### config.mk
export PLATFORM = sky130hd
export DESIGN_NAME = mdio_poller
export DESIGN_NICKNAME = d
export VERILOG_FILES = /design/src/rtl/mdio_poller.sv
export SDC_FILE = /design/constraint.sdc
export NUM_CORES = 1
export LEC_CHECK = 0
export ABC_AREA = 1
export BUFFER_PORTS_ARGS = -buffer_cell sky130_fd_sc_hd__buf_4
export CAP_MARGIN = 40
export CORE_UTILIZATION = 38
export CTS_CLUSTER_DIAMETER = 60
export DETAILED_ROUTE_END_ITERATION = 16
export SLEW_MARGIN = 10
export SYNTH_ARGS = -nofsm -noshare
export SYNTH_HDL_FRONTEND = slang
export SYNTH_SLANG_ARGS = --single-unit
### constraint.sdc
create_clock -name i_clk -period 3.86 [get_ports i_clk]
set_input_delay 0.772 -clock i_clk [delete_from_list [all_inputs] [get_ports i_clk]]
set_output_delay 0.772 -clock i_clk [all_outputs]
set_load 0.02 [all_outputs]
### src/rtl/mdio_poller.sv
// mdio_poller: autonomous Wishbone master that periodically reads two PHY
// registers through the MDIO controller and caches a coherent snapshot.
module mdio_poller #(
    parameter logic [31:0] POLL_INTERVAL = 32'd2_000_000,
    parameter logic [15:0] TIMEOUT       = 16'd4095,
    parameter logic [4:0]  REG_A         = 5'h01,
    parameter logic [4:0]  REG_B         = 5'h10,
    parameter int unsigned LINK_BIT      = 2
) (
    input  logic        i_clk,
    input  logic        i_rst_n,
    input  logic        i_pause,
    output logic        o_wb_cyc,
    output logic        o_wb_stb,
    output logic        o_wb_we,
    output logic [4:0]  o_wb_addr,
    output logic [15:0] o_wb_data,
    input  logic        i_wb_ack,
    input  logic        i_wb_stall,
    input  logic [31:0] i_wb_data,
    output logic [15:0] o_reg_a,
    output logic [15:0] o_reg_b,
    output logic        o_valid,
    output logic        o_link_up,
    output logic        o_int,
    output logic        o_err,
    output logic        o_idle
);

    typedef enum logic [2:0] {
        S_WAIT,
        S_REQ_A,
        S_ACK_A,
        S_REQ_B,
        S_ACK_B
    } state_t;

    localparam logic [31:0] RELOAD  = POLL_INTERVAL - 32'd1;
    localparam logic [15:0] TO_LAST = TIMEOUT - 16'd1;
    localparam logic [3:0]  LB      = LINK_BIT[3:0];

    state_t      state_q, state_d;
    logic [31:0] cnt_q, cnt_d;
    logic [15:0] to_q, to_d;
    logic        first_q, first_d;
    logic [15:0] shadow_q, shadow_d;
    logic        cyc_q, cyc_d;
    logic        stb_q, stb_d;
    logic [4:0]  addr_q, addr_d;
    logic [15:0] reg_a_q, reg_a_d;
    logic [15:0] reg_b_q, reg_b_d;
    logic        valid_q, valid_d;
    logic        link_q, link_d;
    logic        int_q, int_d;
    logic        err_q, err_d;
    logic        idle_q, idle_d;
    logic        to_hit;
    logic        unused_hi;

    // Only the low half of the read data carries the PHY register.
    assign unused_hi = ^i_wb_data[31:16];

    // Timeout fires on the clock the counter has seen TIMEOUT ack-less cycles.
    assign to_hit = (to_q >= TO_LAST);

    // Next-state and next-output computation for the poll sequencer.
    always_comb begin
        state_d  = state_q;
        cnt_d    = cnt_q;
        to_d     = to_q;
        first_d  = first_q;
        shadow_d = shadow_q;
        cyc_d    = cyc_q;
        stb_d    = stb_q;
        addr_d   = addr_q;
        reg_a_d  = reg_a_q;
        reg_b_d  = reg_b_q;
        valid_d  = valid_q;
        err_d    = err_q;
        int_d    = 1'b0;
        case (state_q)
            S_WAIT: begin
                if (cnt_q == 32'd0) begin
                    if (!i_pause) begin
                        state_d = S_REQ_A;
                        cyc_d   = 1'b1;
                        stb_d   = 1'b1;
                        addr_d  = REG_A;
                    end
                end else begin
                    cnt_d = cnt_q - 32'd1;
                end
            end
            S_REQ_A: begin
                if (!i_wb_stall) begin
                    state_d = S_ACK_A;
                    stb_d   = 1'b0;
                    to_d    = 16'd0;
                end
            end
            S_ACK_A: begin
                if (i_wb_ack) begin
                    shadow_d = i_wb_data[15:0];
                    state_d  = S_REQ_B;
                    stb_d    = 1'b1;
                    addr_d   = REG_B;
                end else if (to_hit) begin
                    state_d = S_WAIT;
                    cyc_d   = 1'b0;
                    err_d   = 1'b1;
                    cnt_d   = RELOAD;
                end else begin
                    to_d = to_q + 16'd1;
                end
            end
            S_REQ_B: begin
                if (!i_wb_stall) begin
                    state_d = S_ACK_B;
                    stb_d   = 1'b0;
                    to_d    = 16'd0;
                end
            end
            S_ACK_B: begin
                if (i_wb_ack) begin
                    reg_a_d = shadow_q;
                    reg_b_d = i_wb_data[15:0];
                    valid_d = 1'b1;
                    err_d   = 1'b0;
                    int_d   = first_q |
                              ({shadow_q, i_wb_data[15:0]} !=
                               {reg_a_q, reg_b_q});
                    first_d = 1'b0;
                    state_d = S_WAIT;
                    cyc_d   = 1'b0;
                    cnt_d   = RELOAD;
                end else if (to_hit) begin
                    state_d = S_WAIT;
                    cyc_d   = 1'b0;
                    err_d   = 1'b1;
                    cnt_d   = RELOAD;
                end else begin
                    to_d = to_q + 16'd1;
                end
            end
            default: begin
                state_d = S_WAIT;
                cyc_d   = 1'b0;
                stb_d   = 1'b0;
                cnt_d   = RELOAD;
            end
        endcase
        link_d = valid_d & reg_a_d[LB];
        idle_d = (state_d == S_WAIT) & ~cyc_d;
    end

    // State and registered outputs; reset aborts any bus cycle at once.
    always_ff @(posedge i_clk) begin
        if (!i_rst_n) begin
            state_q  <= S_WAIT;
            cnt_q    <= RELOAD;
            to_q     <= 16'd0;
            first_q  <= 1'b1;
            shadow_q <= 16'd0;
            cyc_q    <= 1'b0;
            stb_q    <= 1'b0;
            addr_q   <= 5'd0;
            reg_a_q  <= 16'd0;
            reg_b_q  <= 16'd0;
            valid_q  <= 1'b0;
            link_q   <= 1'b0;
            int_q    <= 1'b0;
            err_q    <= 1'b0;
            idle_q   <= 1'b1;
        end else begin
            state_q  <= state_d;
            cnt_q    <= cnt_d;
            to_q     <= to_d;
            first_q  <= first_d;
            shadow_q <= shadow_d;
            cyc_q    <= cyc_d;
            stb_q    <= stb_d;
            addr_q   <= addr_d;
            reg_a_q  <= reg_a_d;
            reg_b_q  <= reg_b_d;
            valid_q  <= valid_d;
            link_q   <= link_d;
            int_q    <= int_d;
            err_q    <= err_d;
            idle_q   <= idle_d;
        end
    end

    assign o_wb_cyc  = cyc_q;
    assign o_wb_stb  = stb_q;
    assign o_wb_we   = 1'b0;
    assign o_wb_addr = addr_q;
    assign o_wb_data = 16'd0;
    assign o_reg_a   = reg_a_q;
    assign o_reg_b   = reg_b_q;
    assign o_valid   = valid_q;
    assign o_link_up = link_q;
    assign o_int     = int_q;
    assign o_err     = err_q;
    assign o_idle    = idle_q;

endmodule
==> Word-level counts from Yosys, hierarchy flattened <==
Index checks and enable logic that the tools add are counted.
{ "word_totals": {"regBits": 112, "input_bits": 37} }
{ "classes": {"add_sub_neg": 2, "order_cmp": 1, "n_eq_ne": 13, "n_mux": 40, "n_bitwise": 6, "reduce_logical": 16} }
{ "op_table": {"columns": ["op", "n"], "rows": [
  ["$mux W32", 4],
  ["$pmux W32 S4", 1],
  ["$mux W16", 3],
  ["$logic_not A32 Y1", 1],
  ["$ne A32 B32 Y1", 1],
  ["$pmux W16 S2", 1],
  ["$sub A32 B1 Y32 const B", 1],
  ["$mux W3", 9],
  ["$add A16 B1 Y16 const B", 1],
  ["$ge A16 B12 Y1 const B", 1],
  ["$ne A2 B2 Y1 const B", 8],
  ["$mux W5", 3],
  ["$pmux W3 S5", 1],
  ["$mux W1", 14],
  ["$pmux W5 S2", 1],
  ["$pmux W1 S4", 2],
  ["$reduce_and A4 Y1", 2],
  ["$eq A3 B2 Y1 const B", 2],
  ["$logic_not A3 Y1", 2],
  ["$reduce_and A2 Y1", 3],
  ["$reduce_and A3 Y1", 2],
  ["$reduce_bool A2 Y1", 3],
  ["$reduce_and A5 Y1", 1],
  ["$reduce_or A2 Y1", 2],
  ["6 further kinds", 9]
]} }

==> Longest topological paths before layout <==
Gate-level depths: netlist of the first run.
{ "depth": {"ltp_word": 6, "ltp_mapped": 12} }

==> Worst setup path after synthesis of the first run <==
Ideal clock, no wire load.
{ "synth_timing": {"path_type": "input -> register", "from": "input port i_wb_stall", "to": "register to_q[0]", "arrival_ns": 1.525, "required_time_ns": 3.745, "slack_ns": 2.221, "stages": 7, "path_buffers": 1, "path_cell_list": "inv_1 > nor2_1 > nor3_2 > nand2_4 > buf_6 > o21ai_1 > nor2_1"} }
{ "synth_via": {"elab_chain_len": 2} }
{ "synth_lines": {"columns": ["element", "line_no", "source"], "rows": [
  ["from (decl)", "19", "input logic i_wb_stall,"],
  ["$ne A2 B2 Y1 (no line)", null, null],
  ["$reduce_and A4 Y1 (no line)", null, null],
  ["to (signal assigned)", "177", "to_q <= to_d;"],
  ["to (decl)", "44", "logic [15:0] to_q, to_d;"]
]} }
Every way passes these cells.
A chain may end at the register's enable or synchronous reset.

==> Worst setup path after layout of the first run <==
{ "layout_timing": {"from": "register state_q[1]", "to": "register reg_b_q[4], in the netlist o_reg_b[4]"} }
{ "layout_via": {"elab_chain_len": 2} }
{ "layout_lines": {"columns": ["element", "line_no", "source"], "rows": [
  ["from (decl)", "42", "state_t state_q, state_d;"],
  ["from (signal assigned)", "175", "state_q <= state_d;"],
  ["$eq A3 B3 Y1", "81", "case (state_q)"],
  ["$reduce_and A2 Y1 (no line)", null, null],
  ["to (signal assigned)", "184", "reg_b_q <= reg_b_d;"],
  ["to (decl)", "51", "logic [15:0] reg_b_q, reg_b_d;"]
]} }
Every way passes these cells.

==> results.json, run 1 <==
{
  "status": "finished, final reports clean",
  "dp_hpwl_um": 11480,
  "n_antenna_cell": 0,
  "worst_pin_slew_ns": 0.7961,
  "drv_slew": 0,
  "route.detailed.drc": 0,
  "cts_setup_buffers": 0,
  "num_io_pins": 98,
  "yosysUniqueCellTypes": 45,
  "worstHoldStart": "to_q[14]$_SDFFE_PN0P_",
  "cts_resized": 0,
  "wl_per_cell_um": 13.39,
  "wl_met3_um": 763,
  "wl_um": 15910,
  "final_cells": 1188,
  "synth_edf_count": 0,
  "synth_area_leaders": "dfxtp_1 36%, nand2_1 12%, nor2_1 6.7%",
  "synth.top_cell.area_share": 0.3553,
  "synthArstFlopShare": 0,
  "arrival_ns": 2.62,
  "postSynthCellCount": 921,
  "synth.most_common_cell": "nand2_1",
  "vias_per_cell": 4.835,
  "finalCritPeriodShare": 0.6067,
  "cts-buffers-inserted": 9,
  "rows": 46,
  "cp-start-kind": "register",
  "ys_seq_elements": 109,
  "fin_setup_tns_ns": 0,
  "drt-met1-wl_um": 7485,
  "grt_pass1_vias": 5128,
  "die_h_um": 129.1,
  "skew_ns": 0.008006,
  "start_util": 0.3880,
  "h-tree-depth": 3,
  "netlist_area_sq_um": 6141,
  "area_growth_pct": 13.94,
  "top_layer_used": "met4",
  "drive_gt1_frac": 0.1348,
  "io_buffers": 61,
  "syn_avg_cell_area_sq_um": 6.668,
  "ant_nets": 0,
  "p_per_area_nw_per_um2": 312.6,
  "cts.sinks": 109,
  "report.final.hold_viol_count": 0,
  "dieArea_sq_um": 16670,
  "end_kind": "register",
  "fillers": 1727,
  "r2r_start": "state_q[1]$_SDFF_PN0_",
  "coreArea_sq_um": 15830,
  "synth.largest_area_cell": "dfxtp_1",
  "hold_class": "register to register",
  "firstDrtPassIters": 7,
  "dp_cells": 1172,
  "met2_wirelength_um": 7409,
  "die_w_um": 129.1,
  "ys_warn_count": 0,
  "clk_pin_slew_ns": 0.08,
  "vias": 5744,
  "setup_viol": 0,
  "grt_pass1_wl_um": 25630,
  "grt_antenna_before_repair": 0,
  "fmax_mhz": 427.0,
  "grt-ovfl-total": 0,
  "max_slew_margin": 0.4680,
  "synth_flop_cell": "dfxtp_1",
  "postCtsHoldBufs": 0,
  "crit_required_ns": 4.13,
  "irDropWorstVdd_mv": 0.2115,
  "place_congestion": 0.9135,
  "leakage_nw": 2.989,
  "seq_area_frac_synth": 0.3553,
  "netlist_top_cells_count": "202 x nand2_1, 109 x dfxtp_1, 109 x nor2_1, 108 x inv_1, 72 x o21ai_0",
  "rsz0062_at_grt": "false",
  "cts_buffer_depth": 2,
  "tritoncts": "done",
  "grt_use_total": 0.1960,
  "clock_latency_ns": 0.36,
  "crit_path_max_fanout": 22,
  "cap_violations": 0,
  "cts_root_buffer": "clkbuf_16",
  "drtIter0Drc": 385,
  "grt_max_degree": 54,
  "finalCriticalPeriod_ns": 2.342,
  "nets": 1008,
  "startpoint": "state_q[1]$_SDFF_PN0_",
  "critical_path_class": "register to register"
}
==> metrics by stage <==
stage / setup slack [ns] / total power, mW / hold WS (ns) / util / instance area [sq um]
floorplan: 2.221 / 1.235 / 0.4172 / - / 6212
global placement: 1.200 / 1.254 / 0.4275 / 0.4209 / 6661
detailed placement: 1.189 / 1.258 / 0.4292 / 0.4226 / 6689
CTS: 1.513 / 2.213 / 0.4424 / 0.4421 / 6997
global route: 1.288 / 2.273 / 0.4637 / 0.4421 / 6997
finish: 1.518 / 2.187 / 0.4410 / 0.4421 / 6997
==> kinds of logic (layout without fill, tap and decap cells) <==
kind of cell / after synthesis / in the layout / synth area share
simple gates: 437 / 437 / 0.3262
compound gates: 187 / 187 / 0.1630
buf+inv: 166 / 198 / 0.1224
flops: 109 / 109 / 0.3553
xor+xnor: 17 / 17 / 0.02425
fa+ha+maj: 4 / 4 / 0.008150
other cells: 1 / 20 / 0.0006107
==> final timing paths <==
| check | to | slack [ns] | cells past startpoint |
|---|---|---|---|
| worst min-delay path | to_q[14]$_SDFFE_PN0P_ | 0.44 | 2 |
| worst max-delay path | o_reg_b[4]$_SDFFE_PN0P_ | 1.52 | 6 |
| worst max register to register | o_reg_b[4]$_SDFFE_PN0P_ | 1.52 | 6 |
| worst min register to register | to_q[14]$_SDFFE_PN0P_ | 0.44 | 2 |
==> area by class of cell <==
| type | count | area, sq um | area share |
|---|---|---|---|
| sequential | 109 | 2182 | 0.3119 |
| clock buffer | 10 | 239.0 | 0.03416 |
| clock inverter | 6 | 68.82 | 0.009835 |
| timing repair buffer | 65 | 508.0 | 0.07260 |
| multi-input combinational | 665 | 3278 | 0.4685 |
| inverter | 117 | 450.4 | 0.06438 |
| tap | 216 | 270.3 | 0.03863 |
==> state kept, by name, summed over array words and instances (netlist names) <==
| signal | count |
|---|---|
| o_reg_b | 16 |
| o_idle | 1 |
| o_wb_cyc | 1 |
| o_link_up | 1 |
| cnt_q | 32 |
| shadow_q | 16 |
| o_wb_stb | 1 |
| o_err | 1 |
| o_reg_a | 16 |
| o_valid | 1 |
| o_int | 1 |
| o_wb_addr | 2 |
| first_q | 1 |
| to_q | 16 |
| state_q | 3 |
==> layout by cell type (no fill, tap or decap), types with 2 or more instances in the layout <==
cell type,synthesis,layout
inv_4,2,2
xnor2_1,2,2
o22ai_1,23,23
xor2_1,15,15
nor2_4,9,9
buf_4,20,64
inv_2,5,5
nor3_1,11,11
nor2_2,7,7
nor2_1,109,109
inv_1,108,108
clkbuf_16,0,9
nand2_2,6,6
nor4_1,3,3
nand3_1,62,62
dfxtp_1,109,109
o21bai_1,2,2
or2_2,3,3
nor3_2,2,2
o21ai_2,2,2
o21ai_0,72,72
a21oi_1,71,71
nand4_1,9,9
ha_1,4,4
conb_1,1,20
inv_6,1,2
o211ai_1,3,3
nand2_1,202,202
nand2_4,6,6
clkinv_8,0,2
o21ai_1,11,11
o21a_1,2,2
==> power by group <==
part	total, mW	internal (mW)	switching (mW)	leakage, nW
clock	0.956	0.476	0.480	0.147
combinational	0.102	0.0331	0.0688	1.96
sequential	1.13	1.13	0.00295	0.879
==> worst max-delay path, cell delays in order (launching register included) <==
cell,delay (ns)
dfxtp_1,0.39
nor2_4,0.17
nand3_1,0.09
buf_4,0.22
inv_1,0.43
nand2_1,0.59
o21ai_0,0.34
==> layer usage <==
layer | track usage | vias to the layer above
met5 | 0 | -
met4 | 0.05121 | 0
met3 | 0.05450 | 14
met2 | 0.3261 | 111
met1 | 0.2489 | 2583
li1 | - | 3036
(Power assumes the default switching activity.)
==> run 2, diff against run 1 <==
==> constraint.sdc (replaced) <==
create_clock -name i_clk -period 1.94 [get_ports i_clk]
set_input_delay 0.388 -clock i_clk [delete_from_list [all_inputs] [get_ports i_clk]]
set_output_delay 0.388 -clock i_clk [all_outputs]
set_load 0.02 [all_outputs]
==> run 2 against run 1 <==
Via count is 3.0% higher. Clock power is 99% higher. Critical endpoint is now to_q[4]$_SDFFE_PN0P_. Clock skew up 0.0065 ns. Sequential share of layout area is 1.1 points lower. Utilization rose by 1.5 points. Flip-flop and latch count unchanged.
==> results.json, run 2 (same netlist as run 1, synthesis figures left out) <==
{
  "status": "finished, final reports clean",
  "drtIter0Drc": 331,
  "coreArea_sq_um": 15830,
  "finalCritPeriodShare": 0.9372,
  "h-tree-depth": 3,
  "io_buffers": 61,
  "worst-r2r-cell-count": 11,
  "r2r_slack_ns": 0.12,
  "cap_violations": 0,
  "fin_setup_tns_ns": 0,
  "wl_per_cell_um": 13.48,
  "dp_cells": 1198,
  "finalCriticalPeriod_ns": 1.818,
  "critical_path_class": "register to register",
  "cts_root_buffer": "clkbuf_16",
  "dieArea_sq_um": 16670,
  "cp-start-kind": "register",
  "area_growth_pct": 17.93,
  "die_w_um": 129.1,
  "fmax_mhz": 550.0,
  "pwr-share-seq": 0.517,
  "internal-power_mw": 3.228,
  "rsz0062_at_grt": "false",
  "n_antenna_cell": 0,
  "p_comb_frac": 0.048,
  "grt_use_total": 0.2057,
  "grt_antenna_before_repair": 0,
  "clock_latency_ns": 0.37,
  "switching_power_mw": 1.124,
  "p_per_area_nw_per_um2": 600.9,
  "route.detailed.drc": 0,
  "worstHoldPathCells": 3,
  "wl_um": 16410,
  "crit_path_max_fanout": 17,
  "cts.sinks": 109,
  "irDropWorstVdd_mv": 0.4506,
  "tritoncts": "done",
  "dpl_cell_area_sq_um": 6877,
  "regMostFlops": "cnt_q",
  "die_h_um": 129.1,
  "ant_nets": 0,
  "setup_viol": 0,
  "max_slew_margin": 0.6034,
  "end_kind": "register",
  "arrival_ns": 2.07,
  "worst_pin_slew_ns": 0.5934,
  "num_io_pins": 98,
  "hold_class": "input port to register",
  "hold_ws_ns": 0.2810,
  "cts-buffers-inserted": 9,
  "hold_end": "shadow_q[3]$_SDFFE_PN0P_",
  "switching_share": 0.2583,
  "start_util": 0.3880,
  "fin_area_sq_um": 7242,
  "final_cells": 1217,
  "grt-ovfl-total": 0,
  "final_common_cell": "nand2_1",
  "postCtsHoldBufs": 0,
  "p_clk_frac": 0.436,
  "firstDrtPassIters": 5,
  "clk_pin_slew_ns": 0.08,
  "dp_hpwl_um": 12170,
  "largest_reg_flops": 32,
  "grt_pass1_vias": 5529,
  "rr_endpoint": "to_q[4]$_SDFFE_PN0P_",
  "grt_max_degree": 36,
  "rows": 46,
  "r2r_start": "to_q[0]$_SDFFE_PN0P_",
  "place_congestion": 0.9061,
  "mostFrequentLayoutCells": "202 x nand2_1, 109 x dfxtp_1, 108 x nor2_1, 106 x inv_1, 93 x buf_4",
  "cts_buffer_depth": 2,
  "vias_per_cell": 4.860,
  "drive_gt1_frac": 0.1638,
  "drv_slew": 0,
  "crit_required_ns": 2.19,
  "report.final.hold_viol_count": 0,
  "fillers": 1710,
  "nets": 1037,
  "vias": 5915,
  "worstHoldStart": "i_wb_data[3]",
  "grt_pass1_wl_um": 26810,
  "leakage_nw": 3.127,
  "skew_ns": 0.01449
}
==> run 2: changes by cell type in the layout (fill, tap and decap cells not counted), sizes merged <==
cell / change
buf: +29
clkbuf: -1
inv: +2
clkinvlp: -1
==> run 2: repair_timing <==
item,CTS,global route
endpoints found under the hold margin,0,0
buffers inserted,0,3
resized for setup,0,10
setup endpoints to repair,0,34
==> run 2: area by class of cell <==
class,count,area [sq um],share of cell area
flip-flops and latches,109,2182,0.3013
well taps,216,270.3,0.03732
clock inverters,7,77.57,0.01071
clock buffers,9,225.2,0.03110
multi-input cells,665,3314,0.4577
inverters,117,454.2,0.06272
repair buffers,94,718.2,0.09917
==> run 2: metal layers <==
metal / GRT usage / vias up / part of all wire
met5: 0 / - / 0
met1: 0.2567 / 2701 / 0.47
li1: - / 3091 / -
met2: 0.3520 / 101 / 0.48
met3: 0.03799 / 22 / 0.034
met4: 0.07682 / 0 / 0.020
==> run 2: worst max path at each step <==
| stage | to | start | slack, ns | cells after the start |
|---|---|---|---|---|
| floorplan | to_q[0]$_SDFFE_PN0P_ | to_q[0]$_SDFFE_PN0P_ | 0.31 | 11 |
| global placement | cnt_q[22]$_SDFFE_PN0P_ | cnt_q[0]$_SDFFE_PN1P_ | 0.13 | 11 |
| detailed placement | to_q[11]$_SDFFE_PN0P_ | to_q[0]$_SDFFE_PN0P_ | 0.09 | 11 |
| CTS | to_q[11]$_SDFFE_PN0P_ | to_q[0]$_SDFFE_PN0P_ | 0.07 | 11 |
| global route | cnt_q[18]$_SDFFE_PN1P_ | to_q[0]$_SDFFE_PN0P_ | 0.001 | 12 |
| finish | to_q[4]$_SDFFE_PN0P_ | to_q[0]$_SDFFE_PN0P_ | 0.12 | 11 |
==> run 2: through the flow <==
| step | worst slack (ns) | power [mW] | utilization |
|---|---|---|---|
| global placement | 0.1306 | 2.501 | 0.4345 |
| global route | 0.001009 | 4.496 | 0.4575 |
| finish | 0.1218 | 4.352 | 0.4575 |
| CTS | 0.07413 | 4.396 | 0.4536 |
| floorplan | 0.3122 | 2.457 | - |
| detailed placement | 0.09376 | 2.502 | 0.4345 |
==> run 2: critical path, cell delays in order, from the launching register on <==
cell     delay, ns
dfxtp_1       0.33
inv_1         0.06
ha_1          0.20
nor2_1        0.11
nor2_1        0.05
nand3_1       0.14
nand2_1       0.15
o21ai_2       0.18
nand2_4       0.17
buf_4         0.20
nand2_1       0.05
a21oi_1       0.06
==> run 2: power by group through the flow <==
stage	Sequential [mW]	Clock, mW	Combinational [mW]
after global routing	2.25	2.01	0.234
after global placement	2.30	0	0.202
after detailed placement	2.30	0	0.203
after CTS	2.25	1.95	0.203
final	2.25	1.90	0.207
after floorplan	2.30	0	0.159
